`src/rtl/fir_stream_ctrl_if.sv`:
```
// Avalon-ST link between the stream controller and the FIR core:
// the sample sink path and the result source path.
interface fir_stream_ctrl_if;
  logic [11:0] sink_data;
  logic        sink_valid;
  logic        sink_ready;
  logic [1:0]  sink_error;
  logic [24:0] source_data;
  logic        source_valid;
  logic [1:0]  source_error;
  logic        source_ready;

  modport master (
    output sink_data, sink_valid, sink_error, source_ready,
    input  sink_ready, source_data, source_valid, source_error
  );

  modport slave (
    input  sink_data, sink_valid, sink_error, source_ready,
    output sink_ready, source_data, source_valid, source_error
  );
endinterface

```
`src/rtl/fir_stream_ctrl.sv`:
```
// ADC-to-FIR stream sequencer: paced capture, offset-binary conversion, sample FIFO,
// drain plus zero flush on stop, and registered FIR result capture with error reporting.
module fir_stream_ctrl #(
  parameter int DIV_W      = 8,
  parameter int FIFO_DEPTH = 4,
  parameter int FLUSH_LEN  = 64
) (
  input  logic             sys_clk,
  input  logic             sys_rst_n,
  input  logic             start,
  input  logic             stop,
  input  logic [DIV_W-1:0] div,
  input  logic [9:0]       data_in,
  fir_stream_ctrl_if.master ast,
  output logic [24:0]      dout,
  output logic             dout_valid,
  output logic             busy,
  output logic             err,
  output logic [7:0]       ovf_cnt
);

  localparam int AW  = (FIFO_DEPTH > 1) ? $clog2(FIFO_DEPTH) : 1;
  localparam int CW  = AW + 1;
  localparam int FCW = $clog2(FLUSH_LEN + 1);
  localparam logic [CW-1:0]  FULL_C      = CW'(FIFO_DEPTH);
  localparam logic [FCW-1:0] FLUSH_LAST_C = FCW'(FLUSH_LEN - 1);

  typedef enum logic [1:0] {
    ST_IDLE  = 2'd0,
    ST_RUN   = 2'd1,
    ST_FLUSH = 2'd2
  } state_t;

  function automatic logic [11:0] offset_to_signed(input logic [9:0] raw);
    return {{3{~raw[9]}}, raw[8:0]};
  endfunction

  state_t           state_r;
  state_t           state_s;
  logic [DIV_W-1:0] div_l_r;
  logic [DIV_W-1:0] div_cnt_r;
  logic [11:0]      mem_r [FIFO_DEPTH];
  logic [AW-1:0]    rd_ptr_r;
  logic [AW-1:0]    wr_ptr_r;
  logic [CW-1:0]    count_r;
  logic [FCW-1:0]   flush_cnt_r;
  logic             busy_r;
  logic             err_r;
  logic [7:0]       ovf_cnt_r;
  logic [24:0]      dout_r;
  logic             dout_valid_r;

  logic empty_s, full_s, run_s, start_s, tick_s;
  logic pop_s, push_s, drop_s, zero_phase_s, zero_acc_s, src_err_s;

  assign empty_s      = (count_r == CW'(0));
  assign full_s       = (count_r == FULL_C);
  assign run_s        = (state_r == ST_RUN);
  assign start_s      = (state_r == ST_IDLE) && start && !stop;
  assign tick_s       = run_s && (div_cnt_r == div_l_r);
  assign pop_s        = !empty_s && ast.sink_ready;
  assign push_s       = tick_s && (!full_s || pop_s);
  assign drop_s       = tick_s && full_s && !pop_s;
  assign zero_phase_s = (state_r == ST_FLUSH) && empty_s;
  assign zero_acc_s   = zero_phase_s && ast.sink_ready;
  assign src_err_s    = ast.source_valid && (ast.source_error != 2'b00);

  // Sink side is a pure decode of FIFO registers; the flush phase presents literal zeros.
  assign ast.sink_data    = empty_s ? 12'h000 : mem_r[rd_ptr_r];
  assign ast.sink_valid   = !empty_s || zero_phase_s;
  assign ast.sink_error   = 2'b00;
  assign ast.source_ready = 1'b1;

  assign dout       = dout_r;
  assign dout_valid = dout_valid_r;
  assign busy       = busy_r;
  assign err        = err_r;
  assign ovf_cnt    = ovf_cnt_r;

  // FSM state register
  always_ff @(posedge sys_clk or negedge sys_rst_n) begin
    if (!sys_rst_n) begin
      state_r <= ST_IDLE;
    end else begin
      state_r <= state_s;
    end
  end

  // FSM next-state logic
  always_comb begin
    state_s = state_r;
    case (state_r)
      ST_IDLE: begin
        if (start && !stop) state_s = ST_RUN;
        else                state_s = ST_IDLE;
      end
      ST_RUN: begin
        if (stop) state_s = ST_FLUSH;
        else      state_s = ST_RUN;
      end
      ST_FLUSH: begin
        if (zero_acc_s && (flush_cnt_r == FLUSH_LAST_C)) state_s = ST_IDLE;
        else                                             state_s = ST_FLUSH;
      end
      default: state_s = ST_IDLE;
    endcase
  end

  // Sample-rate divider: counts 0..div_l and ticks on the terminal value
  always_ff @(posedge sys_clk or negedge sys_rst_n) begin
    if (!sys_rst_n) begin
      div_l_r   <= '0;
      div_cnt_r <= '0;
    end else if (start_s) begin
      div_l_r   <= div;
      div_cnt_r <= '0;
    end else if (run_s) begin
      div_cnt_r <= tick_s ? DIV_W'(0) : div_cnt_r + DIV_W'(1);
    end else begin
      div_cnt_r <= div_cnt_r;
    end
  end

  // Sample FIFO storage and pointers; a pop in the same cycle frees room for a push when full
  always_ff @(posedge sys_clk or negedge sys_rst_n) begin
    if (!sys_rst_n) begin
      for (int i = 0; i < FIFO_DEPTH; i++) mem_r[i] <= 12'h000;
      rd_ptr_r <= '0;
      wr_ptr_r <= '0;
      count_r  <= '0;
    end else begin
      if (push_s) begin
        mem_r[wr_ptr_r] <= offset_to_signed(data_in);
        wr_ptr_r        <= wr_ptr_r + AW'(1);
      end
      if (pop_s) begin
        rd_ptr_r <= rd_ptr_r + AW'(1);
      end
      case ({push_s, pop_s})
        2'b10:   count_r <= count_r + CW'(1);
        2'b01:   count_r <= count_r - CW'(1);
        default: count_r <= count_r;
      endcase
    end
  end

  // Zero-flush handshake counter
  always_ff @(posedge sys_clk or negedge sys_rst_n) begin
    if (!sys_rst_n) begin
      flush_cnt_r <= '0;
    end else if (zero_acc_s) begin
      flush_cnt_r <= (flush_cnt_r == FLUSH_LAST_C) ? FCW'(0) : flush_cnt_r + FCW'(1);
    end else begin
      flush_cnt_r <= flush_cnt_r;
    end
  end

  // Status: busy tracks the next state so it falls right after the last flush accept
  always_ff @(posedge sys_clk or negedge sys_rst_n) begin
    if (!sys_rst_n) begin
      busy_r    <= 1'b0;
      err_r     <= 1'b0;
      ovf_cnt_r <= 8'd0;
    end else begin
      busy_r <= (state_s != ST_IDLE);
      err_r  <= (err_r && !start_s) || drop_s || src_err_s;
      if (start_s) begin
        ovf_cnt_r <= 8'd0;
      end else if (drop_s && (ovf_cnt_r != 8'hFF)) begin
        ovf_cnt_r <= ovf_cnt_r + 8'd1;
      end else begin
        ovf_cnt_r <= ovf_cnt_r;
      end
    end
  end

  // FIR result capture, active in every state
  always_ff @(posedge sys_clk or negedge sys_rst_n) begin
    if (!sys_rst_n) begin
      dout_r       <= 25'd0;
      dout_valid_r <= 1'b0;
    end else begin
      dout_valid_r <= ast.source_valid;
      if (ast.source_valid) begin
        dout_r <= ast.source_data;
      end else begin
        dout_r <= dout_r;
      end
    end
  end

endmodule

```
`src/flat_wrapper.sv`:
```
// flat-port wrapper written by rule: the top's interface ports become plain ports
module fir_stream_ctrl_flat 
#(
  parameter int DIV_W      = 8,
  parameter int FIFO_DEPTH = 4,
  parameter int FLUSH_LEN  = 64
)
  (sys_clk, sys_rst_n, start, stop, div, data_in, dout, dout_valid, busy, err, ovf_cnt, ast_sink_data, ast_sink_valid, ast_sink_error, ast_source_ready, ast_sink_ready, ast_source_data, ast_source_valid, ast_source_error);
  fir_stream_ctrl_if ast_i ();
  input  logic sys_clk;
  input  logic sys_rst_n;
  input  logic start;
  input  logic stop;
  input  logic [DIV_W-1:0] div;
  input  logic [9:0] data_in;
  output logic [24:0] dout;
  output logic dout_valid;
  output logic busy;
  output logic err;
  output logic [7:0] ovf_cnt;
  output wire logic [$bits(ast_i.sink_data)-1:0] ast_sink_data;
  output wire logic [$bits(ast_i.sink_valid)-1:0] ast_sink_valid;
  output wire logic [$bits(ast_i.sink_error)-1:0] ast_sink_error;
  output wire logic [$bits(ast_i.source_ready)-1:0] ast_source_ready;
  input wire logic [$bits(ast_i.sink_ready)-1:0] ast_sink_ready;
  input wire logic [$bits(ast_i.source_data)-1:0] ast_source_data;
  input wire logic [$bits(ast_i.source_valid)-1:0] ast_source_valid;
  input wire logic [$bits(ast_i.source_error)-1:0] ast_source_error;
  assign ast_sink_data = ast_i.sink_data;
  assign ast_sink_valid = ast_i.sink_valid;
  assign ast_sink_error = ast_i.sink_error;
  assign ast_source_ready = ast_i.source_ready;
  assign ast_i.sink_ready = ast_sink_ready;
  assign ast_i.source_data = ast_source_data;
  assign ast_i.source_valid = ast_source_valid;
  assign ast_i.source_error = ast_source_error;
  fir_stream_ctrl #(.DIV_W(DIV_W), .FIFO_DEPTH(FIFO_DEPTH), .FLUSH_LEN(FLUSH_LEN)) u_core (.sys_clk(sys_clk), .sys_rst_n(sys_rst_n), .start(start), .stop(stop), .div(div), .data_in(data_in), .ast(ast_i), .dout(dout), .dout_valid(dout_valid), .busy(busy), .err(err), .ovf_cnt(ovf_cnt));
endmodule
```
`config.mk`:
```
export PLATFORM = sky130hd
export DESIGN_NAME = fir_stream_ctrl_flat
export DESIGN_NICKNAME = d
export VERILOG_FILES = /design/src/rtl/fir_stream_ctrl_if.sv /design/src/rtl/fir_stream_ctrl.sv /design/src/flat_wrapper.sv
export SDC_FILE = /design/constraint.sdc
export NUM_CORES = 1
export LEC_CHECK = 0
export CORE_MARGIN = 2
export CORE_UTILIZATION = 32
export CTS_BUF_LIST = sky130_fd_sc_hd__clkbuf_8
export DETAILED_ROUTE_END_ITERATION = 8
export REMOVE_ABC_BUFFERS = 1
export SETUP_SLACK_MARGIN = 0.05
export SLEW_MARGIN = 20
export SYNTH_ARGS = -nofsm -noshare
export SYNTH_HDL_FRONTEND = slang
export SYNTH_SLANG_ARGS = --single-unit
```
`constraint.sdc`:
```
create_clock -name sys_clk -period 3.7 [get_ports sys_clk]
set_clock_uncertainty 0.15 [all_clocks]
set_input_delay 0.74 -clock sys_clk [delete_from_list [all_inputs] [get_ports sys_clk]]
set_output_delay 0.74 -clock sys_clk [all_outputs]
set_load 0.02 [all_outputs]
```
-- After elaboration in Yosys (flattened, before gate mapping)
Cells that the tools add are included.
- register bits: 116
- bits of input ports: 51
- output and inout port bits: 52
- logic and storage cells: 86
- mux-type cells: 18
- bitwise logic cells: 3
- reductions and logical operators: 31
- equality and inequality tests: 8
- $add $sub $neg: 7
- $lt $le $gt $ge: 3
- operators with widths (operator ; count):
    $bwmux W48 ; 1
    $mux W12 ; 4
    $mux W8 ; 5
    $bmux W12 S2 ; 1
    $demux W12 S2 ; 1
    $add A8 B1 Y8 const B ; 2
    $logic_and A1 B1 Y1 ; 15
    $reduce_bool A2 Y1 ; 5
    $eq A8 B8 Y1 ; 1
    $ne A8 B8 Y1 const B ; 1
    $add A7 B1 Y7 const B ; 1
    $eq A7 B6 Y1 const B ; 1
    $mux W7 ; 1
    $ge A3 B3 Y1 const B ; 2
    $not A2 Y3 ; 2
    $pmux W2 S3 ; 1
    $pmux W3 S2 ; 1
    $logic_not A1 Y1 ; 5
    $add A2 B1 Y2 const B ; 2
    $eq A2 B1 Y1 const B ; 2
    $eq A2 B2 Y1 const B ; 2
    $logic_or A1 B1 Y1 ; 4
    $mux W2 ; 2
    $add A3 B1 Y3 const B ; 1
    7 further kinds ; 7

-- Longest topological paths before layout
Gate-level depths: netlist of the first run.
- depth after elaboration: 8
- mapped depth: 11
- gate-level depth less buffers: 11

-- Worst setup path before layout of the first run
No wires, ideal clock.
- path type: input to register
- from: input port ast_sink_ready
- to: register u_core.count_r[2]
- data arrival time: 2.574 ns
- cell stages on the path: 10
- required time: 3.471 ns
- buffers on the path: 1
- path slack: 0.897 ns
- library setup time: 0.079 ns
- cells stage by stage: or4b_4 buf_6 nor2b_1 inv_1 ha_1 inv_1 fa_1 xor2_1 nor2_1 xor2_1
- word-level cells in the longest chain between the ends: 5
- elaborated cells between the ends (all ways): 7
- classes of those cells: 2 x eq/ne; 1 x mux; 4 x reduce/logical
- ends and longest elaborated chain (element ; RTL line ; text):
    start: declaration ; flat_wrapper.sv:25 ; input wire logic [$bits(ast_i.sink_ready)-1:0] ast_sink_ready;
    $logic_and A1 B1 Y1 (*) ; fir_stream_ctrl.sv:61 ; assign pop_s = !empty_s && ast.sink_ready;
    $logic_or A1 B1 Y1 ; fir_stream_ctrl.sv:62 ; assign push_s = tick_s && (!full_s || pop_s);
    $logic_and A1 B1 Y1 ; fir_stream_ctrl.sv:62 ;
    $eq A2 B1 Y1 or $eq A2 B2 Y1 (tied branches) ; fir_stream_ctrl.sv:139 ; case ({push_s, pop_s})
    $pmux W3 S2 or $reduce_bool A2 Y1 (tied branches) ; - ;
    end signal: assignment ; fir_stream_ctrl.sv:140 ; 2'b10: count_r <= count_r + CW'(1);
    end signal: assignment ; fir_stream_ctrl.sv:141 ; 2'b01: count_r <= count_r - CW'(1);
    end signal: assignment ; fir_stream_ctrl.sv:142 ; default: count_r <= count_r;
    end: declaration ; fir_stream_ctrl.sv:45 ; logic [CW-1:0] count_r;
Every way passes the cells marked *; elsewhere a longest branch is shown, timed or not.
A chain may end at the register's enable or synchronous reset.

-- Worst setup path in the final report of the first run
- from: register u_core.rd_ptr_r[0]
- to: output port ast_sink_data[1]
- word-level cells in the longest chain between the ends: 5
- ends and longest elaborated chain (element ; RTL line ; text):
    start: declaration ; fir_stream_ctrl.sv:43 ; logic [AW-1:0] rd_ptr_r;
    start signal: assignment ; fir_stream_ctrl.sv:137 ; rd_ptr_r <= rd_ptr_r + AW'(1);
    $not A2 Y3 (implied by the code) ; fir_stream_ctrl.sv:69 ; assign ast.sink_data = empty_s ? 12'h000 : mem_r[rd_ptr_r];
    $bmux W12 S2 ; fir_stream_ctrl.sv:69 ;
    $mux W12 (implied by the code) (2 in series) ; fir_stream_ctrl.sv:69 ;
    $mux W12 ; fir_stream_ctrl.sv:69 ;
    end: declaration ; flat_wrapper.sv:21 ; output wire logic [$bits(ast_i.sink_data)-1:0] ast_sink_data;
No other way between the ends. The select of a mux whose other input is x is not followed.

==> metrics.md, run 1 <==
| Metric | Value |
|---|---|
| Main area contributors after synthesis | `sky130_fd_sc_hd__dfrtp_1 (55%), sky130_fd_sc_hd__mux2_2 (14%), sky130_fd_sc_hd__mux4_2 (4.6%)` |
| Die Y-Extent | `128 um` |
| Highest attainable clock frequency | `310 MHz` |
| Leak | `2.73 nW` |
| Max IR drop VDD | `309 uV` |
| Relative contribution of the clock network to total power | `0.236` |
| Hold violation total from the final report | `0` |
| Remaining design rule violation count | `0` |
| Portion of total power attributed to combinational logic | `0.278` |
| Clock Root Buffer | `sky130_fd_sc_hd__clkbuf_8` |
| Setup violators final | `0` |
| Number of warning messages in the yosys log | `0` |
| Average via count per standard cell | `around 4.8` |
| Worst Hold Margin | `~0.28 ns` |
| Global-route wire length before repair | `17200 um` |
| Share of the synthesized area in the top cell type | `0.550` |
| Min Tclk post-route | `3.23 ns` |
| Area of the placeable core | `around 15000 sq um` |
| Iteration-0 DRC count of the detailed router | `167` |
| CTS sink cnt | `~110` |
| Slew at the pin closest to its max-slew limit | `0.825 ns` |
| Worst path setup slack after routing | `0.473 ns` |
| Resized Gates After CTS | `0` |
| Post-route clock period utilization | `0.872` |
| Syn Std Cell Area | `4910 sq um` |
| Most used cells in the layout excluding fill and tap cells | `sky130_fd_sc_hd__dfrtp_1 (108), sky130_fd_sc_hd__clkdlybuf4s50_1 (98), sky130_fd_sc_hd__mux2_2 (62), sky130_fd_sc_hd__nand2_1 (52), sky130_fd_sc_hd__nor2b_1 (16)` |
| Width of the die | `approximately 130 um` |
| HPWL after detailed placement | `between 7000 and 8000 um` |
| Psw | `0.00105 W` |
| Reg-to-reg critical path startpoint | `u_core.state_r[0]$_DFF_PN0_` |
| Post-synthesis instance total | `396` |
| Ports placed on the boundary | `103` |
| Run status | `completed` |
| Maximum number of pins on one net before global-route repair | `65` |
| Inserted Clock Buffers | `9` |
| Max-slew violation total from the final report | `0` |
| CP arrival | `2.34 ns` |
| Vias in the first global route | `3456` |
| Critical Path Source Type | `flip-flop` |
| Die outline area | `16400 sq um` |
| Largest area contributor in the netlist | `sky130_fd_sc_hd__dfrtp_1` |
| Maximum count of clock buffers along a single path | `2` |
| Crit path kind | `reg -> out` |
| Setup TNS | `0 ns` |
| Worst min-delay path class | `in -> async` |
| Final ANT Viol Nets | `0` |
| Worst-case setup slack after placement | `0.315 ns` |
| Antenna fix cells | `0` |
| Flip-flop and latch count after synthesis | `108` |
| Setup repair after global routing missed its margin | `false` |
| Register area share after synthesis | `0.550` |
| Sequential share of power | `0.486` |
| Routed WL | `10500 um` |
| Total power density per cell area | `roughly 500 nW/um^2` |
| Overall overflow remaining after global route | `0` |
| TritonCTS clock tree | `yes` |
| Total vias in the final route | `approximately 3300` |
| Most used DFF post-synth | `sky130_fd_sc_hd__dfrtp_1` |
| Unique masters post-synth | `40` |
| Share of flip-flops with an asynchronous set or reset after synthesis | `1.00` |
| Starting density of the core | `0.326` |
| Num rows | `45` |
| Post-route total power | `around 0.0032 W` |
| P&R area growth vs syn | `28.5%` |
| Switching power as a share of total power | `0.327` |
| Number of H-tree levels | `3` |
| GRT Util Overall | `0.136` |
| Setup Fix Bufs, Post-CTS | `0` |
| Clock insertion delay at the later pin of the skew report | `0.39 ns` |
| Wire length per cell after detailed routing | `roughly 15 um` |
| Most common library cell in the layout ignoring fill and taps | `sky130_fd_sc_hd__dfrtp_1` |
| Critical Path Sink Type | `output port` |
| Int Pwr | `between 0.002 and 0.0025 W` |
| Number of hold-repair buffers added at the cts stage | `0` |
| Critical-path maximum fanout | `10` |
| First drt pass iteration count | `4` |
| Nets | `556` |
| IO Port Bufs | `just under 100` |
| Required time reported for the critical path endpoint | `2.81 ns` |
| Initial antenna violation count | `0` |
| Number of synthesized flops with an enable pin | `0` |
| Max-capacitance violation count | `0` |
| Final Wtd Congestion | `about 0.78` |
| Crit. Startpoint | `u_core.rd_ptr_r[0]$_DFFE_PN0P_` |
| Reg clk slew, reported paths | `0.11 ns` |
| Mapped Avg Cell Area | `approximately 12 sq um` |
| Fraction of layout cells with a size suffix above 1 | `0.208` |
| Worst max-slew margin expressed relative to the limit | `0.450` |
[metal layers]
metal	vias up	GRT usage	wire, um
met5	-	0	0
met3	13	0.0488	487
li1	1564	-	-
met2	60	0.226	5280
met4	0	0.0427	158
met1	1640	0.167	4610
[final timing paths]
kind                                                          end  slack [ns]  cells after the start
worst min register to register  u_core.flush_cnt_r[4]$_DFFE_PN0P_        0.34                      1
worst max register to register      u_core.count_r[2]$_DFFE_PN0P_        0.73                     11
max in group asynchronous       u_core.flush_cnt_r[3]$_DFFE_PN0P_        2.39                      2
worst min-delay path                u_core.ovf_cnt[6]$_DFFE_PN0P_        0.28                      1
min in group sys_clk            u_core.flush_cnt_r[4]$_DFFE_PN0P_        0.34                      1
worst max-delay path                             ast_sink_data[1]        0.47                      4
[worst max-delay path, cell delays in order (launching register included)]
cell and delay (ns):
sky130_fd_sc_hd__dfrtp_1 0.43, sky130_fd_sc_hd__buf_4 0.27, sky130_fd_sc_hd__mux4_2 0.52, sky130_fd_sc_hd__nor2b_1 0.16, sky130_fd_sc_hd__clkdlybuf4s50_1 0.56
[synth_stat cells, drive strengths merged, types with 2 or more instances]
master,instances
nand4,3
o31ai,4
o21bai,2
dfrtp,108
or4,4
nand3,10
or4b,2
conb,2
nor3,6
nand2b,2
nor2b,16
ha,8
buf,8
clkbuf,8
inv,15
mux2i,7
nor2,11
a31oi,3
xor2,4
or3,5
o22ai,3
mux4,10
xnor2,15
nand2,52
o21ai,11
a21oi,7
mux2,62
[logic make-up after synthesis]
kind of cell | share of synthesized area
buffers and inverters | 0.0305
DFF | 0.550
AOI/OAI and AO/OA | 0.0420
other | 0.00153
adders and majority gates | 0.0244
muxes | 0.202
xor gates and xnor gates | 0.0339
and+or+nand+nor | 0.116
[power groups by stage]
stage               logic [W]  clock network (W)  registers, W
CTS                  0.000911           0.000795       0.00157
global route         0.000991           0.000847       0.00159
detailed placement   0.000908                  0       0.00159
global placement     0.000886                  0       0.00158
floorplan            0.000501                  0       0.00160
finish               0.000892           0.000759       0.00156
[metrics by stage]
| stage | instances | utilization | cell area [sq um] |
|---|---|---|---|
| finish | 689 | 0.418 | 6310 |
| detailed placement | 673 | 0.405 | 6110 |
| floorplan | 381 | - | 4820 |
| CTS | 689 | 0.418 | 6310 |
| global placement | 673 | 0.405 | 6110 |
| global route | 689 | 0.418 | 6310 |
[flip-flops by register name, summed over array words and instances, names as in the netlist]
name	cells
u_core.flush_cnt_r	7
u_core.count_r	3
u_core.dout_valid	1
u_core.busy	1
u_core.wr_ptr_r	2
u_core.dout	25
u_core.state_r	2
u_core.div_l_r	8
u_core.ovf_cnt	8
u_core.err	1
u_core.mem_r	40
u_core.div_cnt_r	8
u_core.rd_ptr_r	2
[area by class of cell]
cell class              count  area, sq um
clock buffers               9          124
fillers                  1423         8770
repair buffers            104         1040
multi-input cells         258         2080
inverters                  15         56.3
well taps                 188          235
flip-flops and latches    108         2700
clock inverters             7         81.3
Note: power is estimated with default switching activity, not from simulation.
==> run 2: changes to the inputs <==
Settings changed: CORE_UTILIZATION 32 to 49, PLACE_DENSITY set to 0.77, SLEW_MARGIN 20 to 15.
==> metrics.md, run 2 (same netlist as run 1, synthesis figures left out) <==
| Metric | Value |
|---|---|
| Run status | `completed` |
| CTS sink cnt | `108 (unchanged)` |
| Critical Path Sink Type | `output port` |
| Worst Hold Margin | `0.269 ns (-0.0135 ns)` |
| Hold violation total from the final report | `0 (unchanged)` |
| Setup repair after global routing missed its margin | `false` |
| Clock insertion delay at the later pin of the skew report | `0.37 ns (-0.02 ns)` |
| Final Wtd Congestion | `0.790 (+1.8%)` |
| Ports placed on the boundary | `103 (unchanged)` |
| Antenna fix cells | `0 (unchanged)` |
| Worst max-slew margin expressed relative to the limit | `0.493 (+0.0426)` |
| Routed met3 length | `497 um (+2.1%)` |
| Worst min-delay path class | `in -> async` |
| Die Y-Extent | `104 um (-19%)` |
| Iteration-0 DRC count of the detailed router | `116 (-31%)` |
| Vias in the first global route | `3522 (+1.9%)` |
| Max-slew violation total from the final report | `0 (unchanged)` |
| First drt pass iteration count | `4 (unchanged)` |
| P&R area growth vs syn | `26.7%` |
| Fraction of layout cells with a size suffix above 1 | `0.207 (-0.000414)` |
| Clock Root Buffer | `sky130_fd_sc_hd__clkbuf_8` |
| Routed WL | `10200 um (-3.6%)` |
| Sum of routed wire segments on met1 | `4180 um (-9.2%)` |
| Core utilization of the finished layout | `0.637 (+0.219)` |
| TritonCTS clock tree | `yes` |
| Setup TNS | `0 ns (unchanged)` |
| Critical-path maximum fanout | `10 (unchanged)` |
| Resized Gates After CTS | `0 (unchanged)` |
| GRT Util Overall | `0.196 (+0.0595)` |
| Maximum count of clock buffers along a single path | `2 (unchanged)` |
| Critical Path Source Type | `flip-flop` |
| Average via count per standard cell | `5.27 (+11%)` |
| Max IR drop VDD | `279 uV (-9.8%)` |
| Inserted Clock Buffers | `9 (unchanged)` |
| CP arrival | `2.29 ns (-0.05 ns)` |
| HPWL after detailed placement | `7070 um (-3.9%)` |
| Total power density per cell area | `504 nW/um^2 (-0.92%)` |
| Min Tclk post-route | `3.18 ns (-0.0489 ns)` |
| Reg clk slew, reported paths | `0.10 ns (about the same)` |
| Most common library cell in the layout ignoring fill and taps | `sky130_fd_sc_hd__dfrtp_1` |
| Wire length per cell after detailed routing | `16.0 um (+4.6%)` |
| Crit path kind | `reg -> out` |
| Num rows | `36 (-20%)` |
| Required time reported for the critical path endpoint | `2.81 ns (about the same)` |
| Slack of the worst reg-to-reg path | `0.65 ns (-0.08 ns)` |
| Maximum number of pins on one net before global-route repair | `57 (-12%)` |
| Area of the placeable core | `9770 sq um (-35%)` |
| Global-route wire length before repair | `16900 um (-2.0%)` |
| Setup violators final | `0 (unchanged)` |
| Number of H-tree levels | `3 (unchanged)` |
| Number of hold-repair buffers added at the cts stage | `0 (unchanged)` |
| Highest layer used for signal routing | `met4` |
| Total vias in the final route | `3346 (+2.1%)` |
| Max FFs per register | `40 (unchanged)` |
| Slew at the pin closest to its max-slew limit | `0.759 ns (-0.0654 ns)` |
| Final ANT Viol Nets | `0 (unchanged)` |
| IO Port Bufs | `99 (unchanged)` |
| Overall overflow remaining after global route | `0 (unchanged)` |
| Setup Fix Bufs, Post-CTS | `0 (unchanged)` |
| Initial antenna violation count | `0 (unchanged)` |
| Width of the die | `104 um (-19%)` |
| Max-capacitance violation count | `0 (unchanged)` |
| Leak | `2.73 nW (about the same)` |
| Starting density of the core | `0.503 (+0.177)` |
| Die outline area | `10800 sq um (-34%)` |
| Register ranked first by flip-flop count | `u_core.mem_r` |
| Most used cells in the layout excluding fill and tap cells | `sky130_fd_sc_hd__dfrtp_1 (108), sky130_fd_sc_hd__clkdlybuf4s50_1 (98), sky130_fd_sc_hd__mux2_2 (62), sky130_fd_sc_hd__nand2_1 (52), sky130_fd_sc_hd__nor2b_1 (16)` |
| Highest attainable clock frequency | `315 MHz (+1.5%)` |
| Nets | `557 (+0.18%)` |
| Detailed-routed wire length on met2 | `5360 um (+1.6%)` |
| Remaining design rule violation count | `0 (unchanged)` |
| Post-route clock period utilization | `0.859 (-0.0132)` |
| Post-route total power | `0.00314 W (-2.3%)` |
run 2: power breakdown:
group / internal (W) / total [W] / switching, W / leakage (nW)
Sequential: 0.00138 / 0.00156 / 0.000184 / 1.39
Combinational: 0.000469 / 0.000898 / 0.000429 / 1.26
Clock: 0.000268 / 0.000680 / 0.000411 / 0.0893
Total: 0.00211 / 0.00314 / 0.00102 / 2.73
run 2: cell type report:
class | instances | area, sq um
Multi-Input combinational cell | 258 | 2070
Timing Repair Buffer | 105 | 1050
Sequential cell | 108 | 2700
Fill cell | 781 | 3550
Tap cell | 133 | 166
Clock inverter | 6 | 46.3
Inverter | 15 | 56.3
Clock buffer | 10 | 138
run 2: metrics by stage:
step | instances | setup WS (ns) | instance area (sq um)
after global placement | 619 | 0.396 | 6040
after global routing | 635 | 0.400 | 6230
after detailed placement | 619 | 0.285 | 6040
final | 635 | 0.522 | 6230
after CTS | 635 | 0.473 | 6230
after floorplan | 381 | 0.943 | 4820
run 2: path summary, 6_finish.rpt:
| kind | to | depth (start not counted) | start |
|---|---|---|---|
| max reg2reg | u_core.count_r[2]$_DFFE_PN0P_ | 11 | u_core.state_r[0]$_DFF_PN0_ |
| max in group asynchronous | u_core.mem_r[0]$_DFFE_PN0P_ | 2 | sys_rst_n |
| min reg2reg | u_core.flush_cnt_r[4]$_DFFE_PN0P_ | 1 | u_core.flush_cnt_r[4]$_DFFE_PN0P_ |
| min | u_core.dout[8]$_DFFE_PN0P_ | 1 | sys_rst_n |
| max | ast_sink_data[7] | 4 | u_core.rd_ptr_r[0]$_DFFE_PN0P_ |
| min in group sys_clk | u_core.flush_cnt_r[4]$_DFFE_PN0P_ | 1 | u_core.flush_cnt_r[4]$_DFFE_PN0P_ |
run 2: routing by layer:
| layer | up-vias | global-route usage |
|---|---|---|
| met1 | 1700 | 0.226 |
| met5 | - | 0 |
| li1 | 1564 | - |
| met4 | 0 | 0.0627 |
| met3 | 9 | 0.0514 |
| met2 | 73 | 0.355 |
run 2: worst max-delay path, cell delays in order, from the launching register on:
cell and delay (ns):
sky130_fd_sc_hd__dfrtp_1 0.43, sky130_fd_sc_hd__buf_4 0.26, sky130_fd_sc_hd__mux4_2 0.52, sky130_fd_sc_hd__nor2b_1 0.17, sky130_fd_sc_hd__clkdlybuf4s50_1 0.54
==> run 3: changes to the inputs <==
Settings changed: HOLD_SLACK_MARGIN set to 0.05.
==> results of run 3 <==
Same layout as run 2: the final DEF is identical, and so are final timing and power.
